===== config.mk =====
export PLATFORM = sky130hd
export DESIGN_NAME = feature_serializer
export DESIGN_NICKNAME = d
export VERILOG_FILES = /design/src/rtl/feature_serializer.sv
export SDC_FILE = /design/constraint.sdc
export NUM_CORES = 1
export LEC_CHECK = 0
export BUFFER_PORTS_ARGS = -buffer_cell sky130_fd_sc_hd__clkbuf_2
export CAP_MARGIN = 20
export CORE_MARGIN = 3
export CORE_UTILIZATION = 54
export DETAILED_ROUTE_END_ITERATION = 16
export GPL_TIMING_DRIVEN = 0
export PLACE_DENSITY_LB_ADDON = 0.2
export SKIP_CTS_REPAIR_TIMING = 1
export SLEW_MARGIN = 20
export SYNTH_ARGS = -nofsm -noshare
export SYNTH_HDL_FRONTEND = slang
export SYNTH_SLANG_ARGS = --single-unit

===== constraint.sdc =====
create_clock -name clk -period 3 [get_ports clk]
set_input_delay 0.3 -clock clk [delete_from_list [all_inputs] [get_ports clk]]
set_output_delay 0.3 -clock clk [all_outputs]
set_load 0.005 [all_outputs]

===== src/rtl/feature_serializer.sv =====
`default_nettype none
// +----------------------------------------------------------------------------+
// | feature_serializer: buffers parallel feature vectors and streams them one  |
// | feature per transfer. Optional macro FSER_DROP_EN: drop-on-full + counter. |
// | Revision: 1.0                                                              |
// +----------------------------------------------------------------------------+
module feature_serializer #(
  parameter int FEATURES      = 3,
  parameter int IN_WIDTH      = 10,
  parameter int DEPTH         = 2,
  parameter int CHANNEL_COUNT = 1,
  localparam int CW = (CHANNEL_COUNT > 1) ? $clog2(CHANNEL_COUNT) : 1,
  localparam int FW = (FEATURES > 1) ? $clog2(FEATURES) : 1
) (
  input  logic                         clk,
  input  logic                         reset,
  input  logic                         vec_valid,
  output logic                         vec_ready,
  input  logic [FEATURES*IN_WIDTH-1:0] vec_data,
  input  logic [CW-1:0]                vec_channel,
  output logic                         out_valid,
  input  logic                         core_ready,
  output logic [IN_WIDTH-1:0]          sample,
  output logic [FW-1:0]                feature_index,
  output logic [CW-1:0]                out_channel,
  output logic                         last
`ifdef FSER_DROP_EN
  ,
  output logic [15:0]                  drop_count
`endif
);

  localparam int c_cnt_w = $clog2(DEPTH + 1);
  localparam int c_ptr_w = (DEPTH > 1) ? $clog2(DEPTH) : 1;
  localparam int c_vec_w = FEATURES * IN_WIDTH;

  localparam logic [c_cnt_w-1:0] c_depth    = c_cnt_w'(DEPTH);
  localparam logic [c_ptr_w-1:0] c_last_ptr = c_ptr_w'(DEPTH - 1);
  localparam logic [FW-1:0]      c_last_idx = FW'(FEATURES - 1);

  // Each entry holds {channel, vector}; channel sits above the feature data.
  logic [CW+c_vec_w-1:0] r_mem [DEPTH];

  logic [c_cnt_w-1:0] r_count;
  logic [c_ptr_w-1:0] r_wr_ptr;
  logic [c_ptr_w-1:0] r_rd_ptr;
  logic [FW-1:0]      r_fidx;

  logic                  w_full;
  logic                  w_xfer;
  logic                  w_pop;
  logic                  w_push;
  logic [CW+c_vec_w-1:0] w_head;

  assign w_full    = (r_count == c_depth);
  assign out_valid = (r_count != '0);
  assign w_xfer    = out_valid & core_ready;
  assign w_pop     = w_xfer & (r_fidx == c_last_idx);

`ifdef FSER_DROP_EN
  logic        w_drop;
  logic [15:0] r_drop_count;

  // A pop on the same edge frees the slot, so a full buffer still accepts.
  assign vec_ready  = 1'b1;
  assign w_push     = vec_valid & (~w_full | w_pop);
  assign w_drop     = vec_valid & w_full & ~w_pop;
  assign drop_count = r_drop_count;

  always_ff @(posedge clk or negedge reset) begin
    if (!reset) begin
      r_drop_count <= '0;
    end else if (w_drop && (r_drop_count != 16'hFFFF)) begin
      r_drop_count <= r_drop_count + 16'd1;
    end
  end
`else
  // Ready looks at occupancy only; a same-cycle pop does not open the door.
  assign vec_ready = (r_count < c_depth);
  assign w_push    = vec_valid & vec_ready;
`endif

  assign w_head        = r_mem[r_rd_ptr];
  assign sample        = out_valid ? w_head[r_fidx*IN_WIDTH +: IN_WIDTH] : '0;
  assign out_channel   = out_valid ? w_head[c_vec_w +: CW] : '0;
  assign feature_index = r_fidx;
  assign last          = (r_fidx == c_last_idx);

  always_ff @(posedge clk) begin
    if (w_push) begin
      r_mem[r_wr_ptr] <= {vec_channel, vec_data};
    end
  end

  always_ff @(posedge clk or negedge reset) begin
    if (!reset) begin
      r_count  <= '0;
      r_wr_ptr <= '0;
      r_rd_ptr <= '0;
      r_fidx   <= '0;
    end else begin
      if (w_push && !w_pop) begin
        r_count <= r_count + 1'b1;
      end else if (w_pop && !w_push) begin
        r_count <= r_count - 1'b1;
      end

      if (w_push) begin
        r_wr_ptr <= (r_wr_ptr == c_last_ptr) ? '0 : r_wr_ptr + 1'b1;
      end

      if (w_pop) begin
        r_rd_ptr <= (r_rd_ptr == c_last_ptr) ? '0 : r_rd_ptr + 1'b1;
      end

      if (w_xfer) begin
        r_fidx <= w_pop ? '0 : r_fidx + 1'b1;
      end
    end
  end

endmodule
`default_nettype wire


# Yosys cells after proc, flatten, opt, wreduce, memory -nomap -nowiden
# Memories as Yosys holds them, arrays and structs flattened.
# Index checks and enable logic that the tools add are counted.
# op_classes
addsub,5
eq_ne,1
shifts,1
n_bitwise,3
muxes,9
n_reduce_logical,6
n_lt_le_gt_ge,1
mul,1
# op_table
operator,count
variable part select 31 x 7 -> 10 bit,1
two-way mux 10 bit,1
two-way mux 2 bit,3
"multiplier 2 x 3 -> 5 bit, second input constant",1
two-way mux 1 bit,5
"adder 2 x 1 -> 2 bit, second input constant",2
nonzero test 2 bit,2
AND 1 bit,3
"adder 1 bit, second input constant",2
"== test 2 bit, second input constant",1
logical AND 1 bit,2
zero test 1 bit,2
"< comparator 2 bit, second input constant",1
"subtractor 2 x 1 -> 2 bit, second input constant",1
# word_totals
memories,1
in_bits,35
ram_bits,62
register_bits,6
# mem_list
name,words,word_bits,read_ports,rd_clocked_by_memory_dff,wr,line,source
r_mem,2,31,1,0,1,42,logic [CW+c_vec_w-1:0] r_mem [DEPTH];

# Depth between registers and ports, before layout
# logic_depth
depth_word,6
ltp_mapped,9
depth_no_buf,7

# Worst setup path after synthesis
# OpenSTA, ideal clock, no wires.
# synth_timing
path_kind,register -> register
start,register r_count[1]
end,memory r_mem[0][0] (netlist bit) (enable)
path_buffers,0
required_ns,2.577
slack_ns,0.525
path_stages_with_launch,3
setup_time_ns,0.423
synth_period_minus_slack_ns,2.475
arrival_ns,2.053
path_cell_list,dfrtp_1 nor2b_1 nor2b_1
# synth_via
elab_chain_cells,4
# synth_rtl
item,line,source
from (decl),44,logic [c_cnt_w-1:0] r_count;
from (signal assigned),103,r_count <= r_count + 1'b1;
from (signal assigned),105,r_count <= r_count - 1'b1;
< comparator 2 bit,79,assign vec_ready = (r_count < c_depth);
AND 1 bit,80,assign w_push = vec_valid & vec_ready;
via w_push,52,logic w_push;
two-way mux 1 bit,90,if (w_push) begin
two-way mux 1 bit (not written as such),91,"r_mem[r_wr_ptr] <= {vec_channel, vec_data};"
to (decl),42,
# The timed path passes the listed nets, and every way through them passes these cells.

# Final worst setup path
# layout_timing
start,"register r_fidx[0], in the netlist feature_index[0]"
end,output port sample[2]
# layout_via
elab_chain_cells,3
# layout_rtl
item,line,source
from (decl),47,logic [FW-1:0] r_fidx;
from (signal assigned),117,r_fidx <= w_pop ? '0 : r_fidx + 1'b1;
multiplier 2 x 3 -> 5 bit,84,assign sample = out_valid ? w_head[r_fidx*IN_WIDTH +: IN_WIDTH] : '0;
variable part select 31 x 7 -> 10 bit,84,
two-way mux 10 bit,84,
to (decl),23,"output logic [IN_WIDTH-1:0] sample,"
# Every way passes these cells.

==> impl_metrics.yaml <==
critical_path:
  end_kind: "output port"
  regToRegStartpoint: "feature_index[0]"
  reg2reg_depth: 9
  crit_buf_inv: 4
  path_cells: "buf_2 -> buf_2 -> inv_1 -> nand3_1 -> o22ai_1 -> clkbuf_2"
  cp.required_ns: 2.70
  worstSetupStartpointType: "register"
  critPathSlowestCell: "dfrtp_1"
  critPathCapture: "sample[2]"
  path_class: "reg -> out"
  max_stage_delay_ns: 0.38
  worst-path-max-fanout: 10
  path_common_cell: "buf_2"
  cp_num_cells: 6
  critPathLaunch: "feature_index[0]"
  r2r_setup_slack_ns: 1.03
  rr_endpoint: "r_count[1]"
  critPathTopFamily: "buffers and inverters"
  arrival_ns: 2.01
timing:
  post-route-period-util: 0.771
  rsz0062_at_grt: "no"
  final.min_clock_period_ns: 2.31
  max_freq_mhz: 432
  hold_viol_final: 0
  finalSetupViolCount: 0
  tns_ns: 0
  relSlewSlack: 0.504
  fin_skew_ns: 0.00695
  maxSlewViolCount: 0
  max_slew.worst_pin.slew_ns: 0.744
place:
  gp_congestion: 0.777
  portBuffers: 50
  dp.cells: 262
  hpwlAfterDp_um: 3040
layout:
  final_cells: 279
  nets: 244
  multiInputGateArea_sq_um: 591
  syn_to_final_growth_pct: 20.7
  drive_gt1_frac: 0.349
  final_cell_mix: "edfxtp_1 (62), clkbuf_2 (50), mux2i_1 (13)"
  seqCellArea_sq_um: 2010
  mostFrequentLayoutCell: "edfxtp_1"
  antenna-diode-count: 0
  fillers: 345
die:
  core_sq_um: 4750
  die_height_um: 76.6
  row_count: 25
  initial_utilization: 0.566
  die_area_sq_um: 5870
  io_pins: 51
  die_x_um: 76.6
synth:
  syn-instance-count: 144
  syn_nets: 181
  synth_seq_cells: 68
  yosys_warnings: 0
  yosysUniqueCellTypes: 27
  avgSynthCellArea_sq_um: 18.7
  yosysSeqAreaShare: 0.748
  netlist_area_sq_um: 2690
pwr:
  ir_drop_mv: 0.448
  power_w: 0.00305
  p_per_area_nw_per_um2: 940
  p_leak_nw: 1.27
drt:
  drt_iter0_markers: 48
  ant_nets: 0
  drc_errors: 0
  num_vias: 1407
  post_drt_wl_per_cell_um: 16.1
  drt_pass1_iterations: 4
  vias_per_cell: 5.04
  drt_wl_total_um: 4500
global_routing:
  overflow: 0
  grt_max_degree: 32
  grt_antenna_before_repair: 0
  grt_pass1_wl_um: 7360
  grt_pass1_vias: 1493
  grt.total_usage: 0.174
clock_tree:
  cts_tree: "built"
  cts_max_path_buffers: 2
  clock-sinks: 68
  htree_levels: 3
  path_clk_slew_ns: 0.07
  clock-root-buffer: "clkbuf_8"
  numCtsBuffers: 9
  insertion_delay_ns: 0.33
flow_run:
  maxCapViolCount: 0
status:
  status: "complete, no violations"
worst_hold_path:
  hp-class: "in -> reg"
cell type report:
type / count / area share
Tap cell: 67 / 0.0258
Clock buffer: 13 / 0.0428
Timing Repair Buffer: 52 / 0.0886
Buffer: 6 / 0.0162
Sequential cell: 68 / 0.619
Clock inverter: 3 / 0.0116
Inverter: 12 / 0.0139
Multi-Input combinational cell: 58 / 0.182
metal layers:
metal,global-route usage,vias to the layer above,part of all wire
li1,-,688,-
met1,0.222,674,0.45
met2,0.266,36,0.49
met3,0.0485,9,0.040
met4,0.109,0,0.020
met5,0,-,0
stage by stage:
stage | utilization | hold slack [ns] | area (sq um) | setup slack [ns]
3_5_place_dp | 0.644 | 0.134 | 3060 | 1.02
5_1_grt | 0.683 | 0.130 | 3250 | 0.477
3_3_place_gp | 0.636 | 0.130 | 3030 | -0.175
6_report | 0.683 | 0.155 | 3250 | 0.688
2_1_floorplan | - | 0.00441 | 2690 | 0.525
4_1_cts | 0.681 | -0.234 | 3240 | 0.648
report_power, final:
part | switching (W) | internal (W)
clock | 0.000301 | 0.000380
combinational | 0.000532 | 0.000512
sequential | 0.0000744 | 0.00125
total | 0.000908 | 0.00215
sequential cells by signal, summed over array words and instances, names as in the netlist:
| signal | flops |
|---|---|
| feature_index | 2 |
| r_rd_ptr | 1 |
| r_mem | 62 |
| r_count | 2 |
| r_wr_ptr | 1 |
logic make-up after synthesis:
logic type | synth area share
flops | 0.748
mux | 0.128
compound gates | 0.0339
fa+ha+maj | 0.00930
xor+xnor | 0.0163
buf+inv | 0.0363
simple gates | 0.0288
worst min-delay path by stage:
| stage | cells past startpoint | slack, ns | from | end |
|---|---|---|---|---|
| 3_3_place_gp | 1 | 0.13 | reset | r_count[1] |
| 6_report | 1 | 0.16 | vec_data[24] | r_mem[1][24] |
| 5_1_grt | 1 | 0.13 | vec_data[6] | r_mem[0][6] |
| 3_5_place_dp | 1 | 0.13 | reset | r_wr_ptr |
| 4_1_cts | 1 | -0.23 | reset | r_wr_ptr |
| 2_1_floorplan | 0 | 0.004 | reset | feature_index[0] |
cell usage after synthesis:
cell type,count,share of area
mux2i_1,13,0.048
nor2_1,3,0.0042
nand2b_1,2,0.0046
inv_1,12,0.017
and2_1,1,0.0023
edfxtp_1,62,0.69
ha_1,2,0.0093
a21o_1,1,0.0028
buf_2,2,0.0037
o31a_1,1,0.0033
nand2_1,2,0.0028
o21ai_0,1,0.0019
buf_12,1,0.0074
mux4_2,6,0.050
o31ai_1,1,0.0028
nand3_1,2,0.0037
xnor2_1,3,0.0098
dfrtp_1,6,0.056
o22ai_1,10,0.023
buf_4,1,0.0028
nor3b_1,1,0.0028
buf_6,1,0.0042
mux4_1,3,0.029
nor2b_1,2,0.0046
xor2_1,2,0.0065
buf_1,1,0.0014
nor3_1,2,0.0037
Note: power is estimated with default switching activity, not from simulation.
